$ cat config.mk
export PLATFORM = sky130hd
export DESIGN_NAME = apb_master_ctrl
export DESIGN_NICKNAME = d
export VERILOG_FILES = /design/src/rtl/apb_mst_pkg.sv /design/src/rtl/apb_master_ctrl.sv
export SDC_FILE = /design/constraint.sdc
export NUM_CORES = 1
export LEC_CHECK = 0
export ABC_AREA = 1
export CORE_MARGIN = 2
export CORE_UTILIZATION = 42
export DETAILED_ROUTE_END_ITERATION = 12
export PLACE_DENSITY = 0.85
export SETUP_SLACK_MARGIN = 0.15
export SLEW_MARGIN = 25
export SYNTH_ARGS = -nofsm -noshare
export SYNTH_HDL_FRONTEND = slang
export SYNTH_SLANG_ARGS = --single-unit
$ cat constraint.sdc
create_clock -name PClk -period 3.55 [get_ports PClk]
set_input_delay 1.065 -clock PClk [delete_from_list [all_inputs] [get_ports PClk]]
set_output_delay 1.065 -clock PClk [all_outputs]
set_load 0.02 [all_outputs]
$ cat src/rtl/apb_mst_pkg.sv
// Shared types for apb_master_ctrl: FSM states, registered response record, strobe-width helper.
// Optional wait-state timeout is enabled in the top by defining APB_MST_TIMEOUT_EN.
package apb_mst_pkg;

  localparam int MAX_DATA_W = 32;

  typedef enum logic [1:0] {
    IDLE   = 2'd0,
    SETUP  = 2'd1,
    ACCESS = 2'd2,
    RESP   = 2'd3
  } apb_state_t;

  // Sized for the widest legal data bus; narrower builds use the low bits.
  typedef struct packed {
    logic [MAX_DATA_W-1:0] rdata;
    logic                  err;
    logic                  timeout;
  } apb_rsp_t;

  function automatic int strb_width(input int data_w);
    return data_w / 8;
  endfunction

endpackage

$ cat src/rtl/apb_master_ctrl.sv
// APB4 requester: accepts one valid/ready command at a time, runs a single APB transfer, returns a registered response.
// Define APB_MST_TIMEOUT_EN to abort transfers whose ACCESS phase sees PReady low for TO_CYC cycles.
module apb_master_ctrl
  import apb_mst_pkg::*;
#(
  parameter int ADDR_W = 32,
  parameter int DATA_W = 32,
  parameter int TO_CYC = 255
) (
  input  logic                            PClk,
  input  logic                            PReset,
  input  logic                            ReqValid,
  output logic                            ReqReady,
  input  logic                            ReqWrite,
  input  logic [ADDR_W-1:0]               ReqAddr,
  input  logic [DATA_W-1:0]               ReqWData,
  input  logic [strb_width(DATA_W)-1:0]   ReqStrb,
  output logic                            RspValid,
  input  logic                            RspReady,
  output logic [DATA_W-1:0]               RspRData,
  output logic                            RspErr,
  output logic                            RspTimeout,
  output logic [ADDR_W-1:0]               PAddr,
  output logic                            PSel,
  output logic                            PEnable,
  output logic                            PWrite,
  output logic [DATA_W-1:0]               PWData,
  output logic [strb_width(DATA_W)-1:0]   PStrb,
  input  logic                            PReady,
  input  logic [DATA_W-1:0]               PRData,
  input  logic                            PSlvErr
);

  localparam int STRB_W = strb_width(DATA_W);

  apb_state_t            state;
  apb_rsp_t              rsp_q;
  logic [MAX_DATA_W-1:0] rdata_ext;

`ifdef APB_MST_TIMEOUT_EN
  localparam logic [15:0] TO_LAST = 16'(TO_CYC - 1);
  logic [15:0] wait_cnt;
`endif

  assign rdata_ext  = MAX_DATA_W'(PRData);
  assign RspRData   = rsp_q.rdata[DATA_W-1:0];
  assign RspErr     = rsp_q.err;
  // Only the timeout path ever sets this bit, so without the macro it stays 0.
  assign RspTimeout = rsp_q.timeout;

  always_ff @(posedge PClk) begin
    if (PReset) begin
      state    <= IDLE;
      ReqReady <= 1'b0;
      RspValid <= 1'b0;
      rsp_q    <= '0;
      PAddr    <= '0;
      PSel     <= 1'b0;
      PEnable  <= 1'b0;
      PWrite   <= 1'b0;
      PWData   <= '0;
      PStrb    <= '0;
`ifdef APB_MST_TIMEOUT_EN
      wait_cnt <= '0;
`endif
    end else begin
      case (state)
        IDLE: begin
          ReqReady <= 1'b1;
          if (ReqValid && ReqReady) begin
            ReqReady <= 1'b0;
            PAddr    <= ReqAddr;
            PWrite   <= ReqWrite;
            PWData   <= ReqWrite ? ReqWData : '0;
            PStrb    <= ReqWrite ? ReqStrb : STRB_W'(0);
            PSel     <= 1'b1;
            PEnable  <= 1'b0;
            state    <= SETUP;
`ifdef APB_MST_TIMEOUT_EN
            wait_cnt <= '0;
`endif
          end
        end

        SETUP: begin
          PEnable <= 1'b1;
          state   <= ACCESS;
        end

        // PReady is checked first so it wins over a timeout landing on the same edge.
        ACCESS: begin
          if (PReady) begin
            PSel          <= 1'b0;
            PEnable       <= 1'b0;
            rsp_q.rdata   <= PWrite ? '0 : rdata_ext;
            rsp_q.err     <= PSlvErr;
            rsp_q.timeout <= 1'b0;
            RspValid      <= 1'b1;
            state         <= RESP;
          end
`ifdef APB_MST_TIMEOUT_EN
          else if (wait_cnt == TO_LAST) begin
            PSel          <= 1'b0;
            PEnable       <= 1'b0;
            rsp_q.rdata   <= '0;
            rsp_q.err     <= 1'b1;
            rsp_q.timeout <= 1'b1;
            RspValid      <= 1'b1;
            state         <= RESP;
          end else begin
            wait_cnt <= wait_cnt + 16'd1;
          end
`endif
        end

        RESP: begin
          if (RspReady) begin
            RspValid <= 1'b0;
            rsp_q    <= '0;
            ReqReady <= 1'b1;
            state    <= IDLE;
          end
        end

        default: state <= IDLE;
      endcase
    end
  end

endmodule
==> flow_metrics.env <==
export IMPL_diodes=0
export IMPL_vias=4190
export IMPL_finClkSkew_ns=0.00910
export IMPL_cp_cell_sequence="clkdlybuf4s50_1"
export IMPL_h_tree_depth=3
export IMPL_drv_slew=0
export IMPL_min_period_ns=2.45
export IMPL_dr_pass1_iters=4
export IMPL_pwr_density_cell_mw_per_mm2=520
export IMPL_maxSlewHeadroom_pct=32.8
export IMPL_arrival_ns=1.39
export IMPL_wl_per_cell_um=14.3
export IMPL_seq_area_sq_mm=0.00216
export IMPL_tightest_slew_ns=1.01
export IMPL_total_power_mw=3.32
export IMPL_synth_area_leaders="dfxtp_1, nand2_1, a21oi_1, nand3_1, clkbuf_1"
export IMPL_yosysUniqueCellTypes=17
export IMPL_swShare_pct=34.0
export IMPL_cpPeakStageDelay_ns=0.65
export IMPL_core_area_sq_mm=0.00928
export IMPL_ant_nets=0
export IMPL_cap_violations=0
export IMPL_end_kind="primary output"
export IMPL_cts_resized_gates=0
export IMPL_fin_nets=822
export IMPL_startpoint_type="register"
export IMPL_start_util_pct=43.6
export IMPL_postCtsHoldBufs=0
export IMPL_netlist_area_sq_mm=0.00405
export IMPL_rsz0062_at_grt="false"
export IMPL_clk_latency_ns=0.35
export IMPL_layout_filler_cells=747
export IMPL_seq_power_share_pct=43.3
export IMPL_crit_family="buffers and inverters"
export IMPL_postCtsSetupRepairBufs=0
export IMPL_reg2reg_from="state[1]"
export IMPL_vias_per_cell=4.98
export IMPL_area_delta_synth_final_pct=57.6
export IMPL_path_clk_slew_ns=0.10
export IMPL_drive_gt1_share_pct=3.51
export IMPL_clock_sink_count=108
export IMPL_path_max_fanout=4
export IMPL_drtIter0Drc=122
export IMPL_hold_path_class="reg -> reg"
export IMPL_cts_tree="built"
export IMPL_max_clock_freq_mhz=407
export IMPL_place_hpwl_um=8640
export IMPL_status="finished, final reports clean"
export IMPL_synth_nets=633
export IMPL_min_from="PWData[11]"
export IMPL_die_w_um=102
export IMPL_cts_buffers=9
export IMPL_grt_first_pass_wirelength_um=18800
export IMPL_grt_max_degree=70
export IMPL_path_class="reg -> out"
export IMPL_fin_crit_sh_pct=69.1
export IMPL_final_cell_mix="clkdlybuf4s50_1, nand2_1, dfxtp_1"
export IMPL_finalSetupViolCount=0
export IMPL_ios=214
export IMPL_overflow=0
export IMPL_netlist_instances=520
export IMPL_fp_dieH_um=102
export IMPL_multi_input_area_sq_mm=0.00162
export IMPL_critPathRequiredTime_ns=2.48
export IMPL_final_common_cell="clkdlybuf4s50_1"
export IMPL_antenna_found_initial=0
export IMPL_fin_util_pct=68.8
export IMPL_pwr_share_clk_pct=22.0
export IMPL_crit_buf_inv=1
export IMPL_cts_root_buf="clkbuf_8"
export IMPL_switchingPower_mw=1.13
export IMPL_postRouteWirelength_um=12100
export IMPL_hold_viol_final=0
export IMPL_die_area_sq_mm=0.0104
export IMPL_startpoint="ReqReady"
export IMPL_rows=35
export IMPL_gp_congestion=0.857
export IMPL_combPwrFrac_pct=34.7
export IMPL_internal_power_mw=2.19
export IMPL_cp_slowest_cell="clkdlybuf4s50_1"
export IMPL_grt_pass1_vias=4070
export IMPL_ys_seq_area_share_pct=53.4
export IMPL_synth_top_area_cell="dfxtp_1"
export IMPL_ir_drop_mv=0.275
export IMPL_ys_ff_latch=108
export IMPL_drc=0
export IMPL_p_leak_nw=2.23
export IMPL_setup_tns_ns=0
export IMPL_ys_warn_count=0
export IMPL_yosys_area_top_type_share_pct=53.4
export IMPL_io_buffers=212
export IMPL_grtUsageTotal_pct=22.6
export IMPL_clockBufferDepth=2
export IMPL_synth_area_per_cell_sq_um=7.79
-- area by class of cell --
type,count,area share (%)
inverters,19,1.12
clock inverters,4,0.784
multi-input cells,353,25.4
clock buffers,11,2.21
well taps,129,2.53
repair buffers,218,34.1
flip-flops and latches,108,33.9
-- metal layers --
metal | global-route usage [%] | share of wire [%] | up-vias
met4 | 7.28 | 1.5 | 0
met3 | 8.14 | 9.9 | 14
met2 | 40.0 | 49 | 167
li1 | - | - | 2074
met5 | 0 | 0 | -
met1 | 25.4 | 39 | 1935
-- synthesized netlist by cell type --
cell type	count
a21oi_1	104
buf_1	1
buf_2	13
buf_4	4
buf_6	2
clkbuf_1	20
conb_1	1
dfxtp_1	108
ha_1	6
inv_1	18
inv_2	1
nand2_1	159
nand3_1	71
nand3_2	2
nand4_1	4
nor2_1	5
nor2_2	1
-- logic make-up after synthesis --
family | share of synthesized area (%)
buffers and inverters | 6.61
DFF | 53.4
and+or+nand+nor | 25.2
other | 0.0926
adders and majority gates | 1.85
AOI/OAI and AO/OA | 12.8
-- path summary, 6_finish.rpt --
path	endpoint	slack (ns)	cells after the start
worst min-delay path	PWData[11]	0.47	2
worst max register to register	PWData[13]	1.69	6
worst max-delay path	ReqReady	1.10	1
worst min register to register	PWData[11]	0.47	2
-- state kept, by name, summed over array words and instances, names as in the netlist --
name / flops
state: 2
PSel: 1
PStrb: 4
PEnable: 1
PWrite: 1
PAddr: 32
ReqReady: 1
RspRData: 32
RspErr: 1
RspValid: 1
PWData: 32
-- stage by stage --
stage / cells / hold WS [ns] / area [sq um] / worst slack [ns]
after floorplan: 520 / 0.537 / 4050 / 1.74
after global placement: 827 / 0.446 / 6190 / 0.846
after detailed placement: 827 / 0.455 / 6190 / 0.802
after CTS: 842 / 0.471 / 6380 / 1.07
after global routing: 842 / 0.481 / 6380 / 1.02
final: 842 / 0.470 / 6380 / 1.10
-- power groups by stage --
stage                     clock network [mW]  logic, mW  registers [mW]
after floorplan                            0      0.504            1.62
after global placement                     0       1.13            1.46
after detailed placement                   0       1.15            1.47
after CTS                              0.758       1.16            1.44
after global routing                   0.805       1.26            1.45
final                                  0.732       1.15            1.44
No activity file was read; power rests on OpenSTA's default activity.
